$ cat config.mk
export PLATFORM = sky130hd
export DESIGN_NAME = cdb_arbiter
export DESIGN_NICKNAME = d
export VERILOG_FILES = /design/src/rtl/cdb_arbiter.sv
export SDC_FILE = /design/constraint.sdc
export NUM_CORES = 1
export LEC_CHECK = 0
export ABC_AREA = 1
export CORE_ASPECT_RATIO = 0.9
export CORE_MARGIN = 2
export CORE_UTILIZATION = 50
export CTS_BUF_LIST = sky130_fd_sc_hd__clkbuf_16
export CTS_CLUSTER_DIAMETER = 100
export DETAILED_ROUTE_END_ITERATION = 10
export GPL_TIMING_DRIVEN = 0
export PLACE_DENSITY = 0.91
export SYNTH_ARGS = -nofsm -noshare
export SYNTH_HDL_FRONTEND = slang
export SYNTH_SLANG_ARGS = --single-unit
$ cat constraint.sdc
create_clock -name clk -period 18.1 [get_ports clk]
set_input_delay 1.81 -clock clk [delete_from_list [all_inputs] [get_ports clk]]
set_output_delay 1.81 -clock clk [all_outputs]
set_load 0.01 [all_outputs]
$ cat src/rtl/cdb_arbiter.sv
// -----------------------------------------------------------------------------
// cdb_arbiter
//
// Feeds the common data bus (CDB) output latch of the Tomasulo core. Every
// functional unit hands its completed result (ROB tag, result value and the
// rs1/rs2 operand values) to a private one-entry holding buffer. One held
// result per cycle is picked round-robin and driven out as a registered
// broadcast. Reservation stations and the ROB snoop that broadcast.
//
// Pipeline:
//   p0 : per-source holding buffers (vld_p0 + payload)
//   p1 : registered CDB broadcast (vld_p1 + payload)
//
// Parameters:
//   NUM_SRC  number of functional-unit result ports (>= 2)
//   TAG_W    ROB tag width
//   DATA_W   width of result and operand values
//
// Ports:
//   clk           clock, every state update on the rising edge
//   rst           synchronous active-high reset, overrides everything
//   flush         synchronous mispredict flush, drops every pending result
//   src_valid     per-source result valid
//   src_ready     per-source accept; a transfer happens on valid & ready
//   src_tag       per-source ROB tag, slice i = [i*TAG_W +: TAG_W]
//   src_data      per-source result value, slice i = [i*DATA_W +: DATA_W]
//   src_rs1_data  per-source rs1 operand value
//   src_rs2_data  per-source rs2 operand value
//   cdb_valid     registered broadcast valid
//   cdb_en        CDB latch enable, identical to cdb_valid
//   cdb_tag       registered broadcast ROB tag
//   cdb_data      registered broadcast result
//   cdb_rs1_data  registered broadcast rs1 value
//   cdb_rs2_data  registered broadcast rs2 value
// -----------------------------------------------------------------------------
module cdb_arbiter #(
    parameter int NUM_SRC = 4,
    parameter int TAG_W   = 3,
    parameter int DATA_W  = 32
) (
    input  logic                      clk,
    input  logic                      rst,
    input  logic                      flush,
    input  logic [NUM_SRC-1:0]        src_valid,
    output logic [NUM_SRC-1:0]        src_ready,
    input  logic [NUM_SRC*TAG_W-1:0]  src_tag,
    input  logic [NUM_SRC*DATA_W-1:0] src_data,
    input  logic [NUM_SRC*DATA_W-1:0] src_rs1_data,
    input  logic [NUM_SRC*DATA_W-1:0] src_rs2_data,
    output logic                      cdb_valid,
    output logic                      cdb_en,
    output logic [TAG_W-1:0]          cdb_tag,
    output logic [DATA_W-1:0]         cdb_data,
    output logic [DATA_W-1:0]         cdb_rs1_data,
    output logic [DATA_W-1:0]         cdb_rs2_data
);

    localparam int PTR_W = (NUM_SRC > 1) ? $clog2(NUM_SRC) : 1;

    // Holding buffers
    logic [NUM_SRC-1:0] vld_p0;
    logic [TAG_W-1:0]   tag_p0 [NUM_SRC];
    logic [DATA_W-1:0]  data_p0 [NUM_SRC];
    logic [DATA_W-1:0]  rs1_p0 [NUM_SRC];
    logic [DATA_W-1:0]  rs2_p0 [NUM_SRC];

    // Arbitration state and result
    logic [PTR_W-1:0]   rr_ptr;
    logic [PTR_W-1:0]   rr_ptr_nxt;
    logic               grant_any;
    logic [PTR_W-1:0]   grant_idx;
    logic [NUM_SRC-1:0] grant;
    logic               accept_ok;

    // Broadcast registers
    logic               vld_p1;
    logic [TAG_W-1:0]   tag_p1;
    logic [DATA_W-1:0]  data_p1;
    logic [DATA_W-1:0]  rs1_p1;
    logic [DATA_W-1:0]  rs2_p1;

    // Round-robin search starting at rr_ptr; the first held entry wins.
    always_comb begin
        logic [PTR_W-1:0] idx;
        grant_any = 1'b0;
        grant_idx = '0;
        idx       = '0;
        for (int k = 0; k < NUM_SRC; k++) begin
            idx = PTR_W'((int'(rr_ptr) + k) % NUM_SRC);
            if (!grant_any && vld_p0[idx]) begin
                grant_any = 1'b1;
                grant_idx = idx;
            end
        end
    end

    // Pointer moves to the source after the winner, wrapping at NUM_SRC.
    always_comb begin
        rr_ptr_nxt = rr_ptr;
        if (grant_any) begin
            if (grant_idx == PTR_W'(NUM_SRC - 1)) begin
                rr_ptr_nxt = '0;
            end else begin
                rr_ptr_nxt = grant_idx + PTR_W'(1);
            end
        end
    end

    // Nothing is accepted while reset or flush is asserted, so a handshake
    // in a flush cycle can never leave a stale entry behind.
    assign accept_ok = !rst && !flush;

    // ---- stage p0 : per-source holding buffers ----
    for (genvar g = 0; g < NUM_SRC; g++) begin : g_src
        assign grant[g] = grant_any && (grant_idx == PTR_W'(g));

        // A source whose entry is leaving this cycle may refill it on the
        // same edge, which keeps an uncontended source at one result/cycle.
        assign src_ready[g] = accept_ok && (!vld_p0[g] || grant[g]);

        always_ff @(posedge clk) begin
            if (rst || flush) begin
                vld_p0[g] <= 1'b0;
            end else if (src_valid[g] && src_ready[g]) begin
                vld_p0[g] <= 1'b1;
            end else if (grant[g]) begin
                vld_p0[g] <= 1'b0;
            end
        end

        always_ff @(posedge clk) begin
            if (src_valid[g] && src_ready[g]) begin
                tag_p0[g]  <= src_tag[g*TAG_W +: TAG_W];
                data_p0[g] <= src_data[g*DATA_W +: DATA_W];
                rs1_p0[g]  <= src_rs1_data[g*DATA_W +: DATA_W];
                rs2_p0[g]  <= src_rs2_data[g*DATA_W +: DATA_W];
            end
        end
    end

    // ---- stage p1 : registered CDB broadcast ----
    always_ff @(posedge clk) begin
        if (rst) begin
            vld_p1  <= 1'b0;
            rr_ptr  <= '0;
            tag_p1  <= '0;
            data_p1 <= '0;
            rs1_p1  <= '0;
            rs2_p1  <= '0;
        end else if (flush) begin
            // Payload and pointer are kept; only the broadcast is squashed.
            vld_p1 <= 1'b0;
        end else begin
            vld_p1 <= grant_any;
            rr_ptr <= rr_ptr_nxt;
            if (grant_any) begin
                tag_p1  <= tag_p0[grant_idx];
                data_p1 <= data_p0[grant_idx];
                rs1_p1  <= rs1_p0[grant_idx];
                rs2_p1  <= rs2_p0[grant_idx];
            end
        end
    end

    assign cdb_valid    = vld_p1;
    assign cdb_en       = vld_p1;
    assign cdb_tag      = tag_p1;
    assign cdb_data     = data_p1;
    assign cdb_rs1_data = rs1_p1;
    assign cdb_rs2_data = rs2_p1;

endmodule
; Yosys cells after proc, flatten, opt, wreduce, memory -nomap -nowiden
; Memory sizes are Yosys's and may differ from the RTL's. A register that Yosys moved wholly into a read port is not among the register bits.
; Cells that the tools add are included.
[totals]
input_bits = 403
ram_bits = 396
register_bits = 7
word_cells = 92
memories = 4
out_inout_bits = 105
[classes]
n_reduce_logical = 37
n_lt_le_gt_ge = 4
bitwise_logic = 1
n_eq_ne = 3
mux = 33
add_sub_neg = 4
[memory_table]
columns = name, words, width, rd, rd_clocked_by_memory_dff, write_ports, line
row1 = data_p0, 4, 32, 1, 1, 4, 63  ; logic [DATA_W-1:0] data_p0 [NUM_SRC];
row2 = rs1_p0, 4, 32, 1, 1, 4, 64  ; logic [DATA_W-1:0] rs1_p0 [NUM_SRC];
row3 = rs2_p0, 4, 32, 1, 1, 4, 65  ; logic [DATA_W-1:0] rs2_p0 [NUM_SRC];
row4 = tag_p0, 4, 3, 1, 1, 4, 62  ; logic [TAG_W-1:0] tag_p0 [NUM_SRC];
[op_table]
columns = operator, n
row1 = $mux W1, 24
row2 = $logic_and A1 B1 Y1, 16
row3 = $lt A2 B3 Y1 const B, 4
row4 = $mux W2, 5
row5 = $logic_not A1 Y1, 9
row6 = $bmux W1 S2, 4
row7 = $reduce_bool A2 Y1, 4
row8 = $logic_or A1 B1 Y1, 5
row9 = $add A2 B1 Y2 const B, 2
row10 = $add A2 B2 Y2 const B, 2
row11 = $eq A2 B2 Y1 const B, 2
row12 = $eq A2 B1 Y1 const B, 1
row13 = $logic_not A2 Y1, 1
row14 = $reduce_and A2 Y1, 1
row15 = $reduce_or A2 Y1, 1
row16 = $not A1 Y1, 1

; Logic depth before layout (Yosys ltp)
[logic_depth]
ltp_word = 19
ltp_mapped = 17
depth_no_buf = 15

; Least setup slack after synthesis
; Ideal clock, no wire load.
[synth_timing]
path_kind = input -> register
startpoint = input rst
endpoint = memory data_p0[1][0] (enable)
arrival_time_ns = 9.149
slack_ns = 8.253
setup_ns = 0.698
stages = 3
required_time_ns = 17.402
n_path_buf = 0
cell_sequence = inv_1 nand2_1 nor3b_1
[synth_lines]
columns = item, line
row1 = from (decl), 42  ; input logic rst,
row2 = to (decl), 63

; Worst setup path after layout
[layout_timing]
startpoint = register rr_ptr[0]
endpoint = output src_ready[2]
[layout_via]
elab_chain_len = 16
word_cells_on_any_way = 29
classes_between = 3 x add/sub / 1 x eq/ne / 16 x mux / 9 x reduce/logical
[layout_lines]
columns = item, line
row1 = from (decl), 68  ; logic [PTR_W-1:0] rr_ptr;
row2 = from (signal assigned), 155  ; rr_ptr <= rr_ptr_nxt;
row3 = "parallel branches: the longest is 13 deep, another holds $add A2 B1 Y2", n/a
row4 = $logic_and A1 B1 Y1 (*), 115  ; assign grant[g] = grant_any && (grant_idx == PTR_W'(g));
row5 = $logic_or A1 B1 Y1 (*), 119  ; assign src_ready[g] = accept_ok && (!vld_p0[g] || grant[g]);
row6 = $logic_and A1 B1 Y1 (*), 119
row7 = to (decl), 45  ; output logic [NUM_SRC-1:0] src_ready,
; Mark *: on every way between the ends. The select of a mux whose other input is x is not followed.

==> impl_metrics.toml <==
[logic_synthesis]
netlist.area_leader.share_pct = 61.4
synth.largest_area_cell = "edfxtp_1"
syn-cell-area_mm2 = 0.0194
synth.avg_cell_area_um2 = 11.9
ys_top_cells_by_area = "edfxtp_1 (61%), dfxtp_1 (11%), nand3_1 (7.8%)"
ys_ff_latch = 502
syn_inst = 1629
yosys_warnings = 0
netlist-cell-type-count = 22
syn-num-nets = 2032
yosysSeqAreaShare_pct = 72.3

[detailed_routing]
drc = 0
routedWlPerCell_um = 27.2
vias_per_cell = 6.33
drt-pass1-iter-count = 8
drt_iter0_markers = 2304
wirelength_um = 75300
postRouteAntennaNets = 0
num_vias = 17500

[grt]
grt_pass1_vias = 17500
grt_max_degree = 16
overflow = 0
antenna_found_initial = 6
grt_pass1_wl_um = 107000
grt_util_all_layers_pct = 36.5

[worst_setup_path]
cp-startpoint = "rr_ptr[0]"
critical_path_class = "reg2out"
timing.rr.start = "rr_ptr[0]"
endpoint = "src_ready[2]"
critical-path-max-stage-delay_ns = 0.59
cp_max_fo = 10
cpMostUsedCell = "nand2_2"
start_kind = "register"
worstPathCellList = "buf_4 -> nand2_2 -> nand3_2 -> nand2_1 -> nor2_2 -> nand3_2 -> nand2_2 -> nand2_2 -> nor2_2 -> buf_4 -> inv_1 -> nand2_1 -> inv_1 -> nor2_1 -> clkdlybuf4s50_1"
worstPathRequired_ns = 16.29
slowest_stage = "clkdlybuf4s50_1"
reg2reg_depth = 18
end_kind = "primary output"
crit_arrival_ns = 3.91
rr_endpoint = "rs1_p0[2][23]"
rrSetupSlack_ns = 13.82

[floorplan]
design.core.area_mm2 = 0.0383
die_y_um = 191
dieArea_mm2 = 0.0403
die_w_um = 211
start_util_pct = 50.6
rows = 68
io_pins = 508

[cts]
cts.sinks = 502
cts.clk_slew.worst_paths_ns = 0.06
cts_resized = 0
clk_latency_ns = 0.59
cts_setup_buffers = 0
cts_tree = "yes"
cts_buffers = 48
clockRootBuffer = "clkbuf_16"
h-tree-depth = 2
holdBufCountCts = 0
clockBufferDepth = 3

[sta]
setup_viol = 0
fin_tns_setup_ns = 0
period_share_pct = 31.6
fmaxAchievable_mhz = 175
skew_ns = 0.0185
drv_slew = 0
worst_pin_slew_ns = 1.11
rsz0062_at_grt = "false"
hold_viol = 0
relSlewSlack_pct = 26.2
worst_hold_slack_ns = 0.531
fin_crit_ns = 5.72

[final_layout]
stdcell_area_mm2 = 0.0271
fin_nets = 2629
drive_above_1_share_pct = 9.44
area_growth_pct = 39.9
final_cell_mix = "clkdlybuf4s50_1 (507), edfxtp_1 (396), nand3_1 (301), nor2_1 (211), nand2_1 (190)"
utilization_pct = 70.8
final_common_cell = "clkdlybuf4s50_1"

[hold_path]
hp-class = "reg2reg"
worst_hold_path.num_cells = 2

[flow_run]
drv_cap = 0

[pwr]
p_leak_nw = 9.80
irDropWorstVdd_uv = 112
power_density_mw_per_mm2 = 166

[place]
placed_area_mm2 = 0.0256
gp_congestion = 0.968
place_hpwl_um = 52000
io_buffers = 507

[run_status]
status = "completed"
worst min path at each step:
stage,start,end,slack (ns)
after floorplan,vld_p0[0],vld_p0[0],0.47
after global placement,vld_p0[0],vld_p0[0],0.50
after detailed placement,cdb_data[13],cdb_data[13],0.51
after CTS,cdb_data[13],cdb_data[13],0.53
after global routing,cdb_rs2_data[14],cdb_rs2_data[14],0.56
final,cdb_data[13],cdb_data[13],0.53
power breakdown:
part / internal [W] / switching, W / total, W
registers: 0.00137 / 0.0000654 / 0.00143
clock network: 0.000549 / 0.000442 / 0.000991
logic: 0.000658 / 0.00143 / 0.00209
synthesized netlist by cell type:
cell      count
inv_1        17
buf_6         1
edfxtp_1    396
nor3_1        2
nor2_2        2
o21ai_0     100
nand3_1     301
nand2_2       4
nor2_1      211
dfxtp_1     106
nor3b_1       2
a31oi_2       1
buf_2        55
buf_4        27
nand3_2       4
nor2_4        1
inv_2         4
a21oi_1       6
nand4_1     150
clkbuf_1     42
buf_1         7
nand2_1     190
state kept, by name, summed over array words and instances (netlist names):
signal / flops
rr_ptr: 2
rs2_p0: 128
rs1_p0: 128
cdb_en: 1
tag_p0: 12
cdb_tag: 3
cdb_rs1_data: 32
cdb_data: 32
cdb_rs2_data: 32
vld_p0: 4
data_p0: 128
layer usage:
| layer | GRT usage, % | vias up | share of wire [%] |
|---|---|---|---|
| met2 | 59.3 | 1732 | 46 |
| met4 | 24.0 | 2 | 7.6 |
| met5 | 0 | - | 0.017 |
| met3 | 12.0 | 428 | 14 |
| li1 | - | 7137 | - |
| met1 | 41.5 | 8206 | 32 |
metrics by stage:
| stage | cells | setup WS [ns] | total power, W |
|---|---|---|---|
| 2_1_floorplan | 1629 | 8.25 | 0.00255 |
| 3_3_place_gp | 2626 | 2.40 | 0.00333 |
| 3_5_place_dp | 2666 | 12.74 | 0.00342 |
| 4_1_cts | 2756 | 12.46 | 0.00444 |
| 5_1_grt | 2758 | 12.17 | 0.00466 |
| 6_report | 2765 | 12.38 | 0.00451 |
final cells by class:
cell class,count,area [um^2]
buffer,132,673
clock inverter,41,295
fill,2339,11200
inverter,21,78.8
multi-input combinational,974,4630
sequential,502,14000
timing repair buffer,547,5550
antenna,9,22.5
clock buffer,49,1230
tap,490,613
worst max-delay path, delay by kind of cell (launching register included):
kind	cells	cell delay (ns)
AND/OR/NAND/NOR	10	1.62
buffers and inverters	5	1.33
flip-flops	1	0.37
cells by family (layout without fill, tap and decap cells):
logic type	Yosys count	count (layout)	share of synthesized area [%]
buffers and inverters	153	790	3.88
AO/OA/AOI/OAI	107	107	2.80
AND/OR/NAND/NOR	867	867	21.0
other	0	9	0
flip-flops	502	502	72.3
Power figures use the tool's default switching activity.
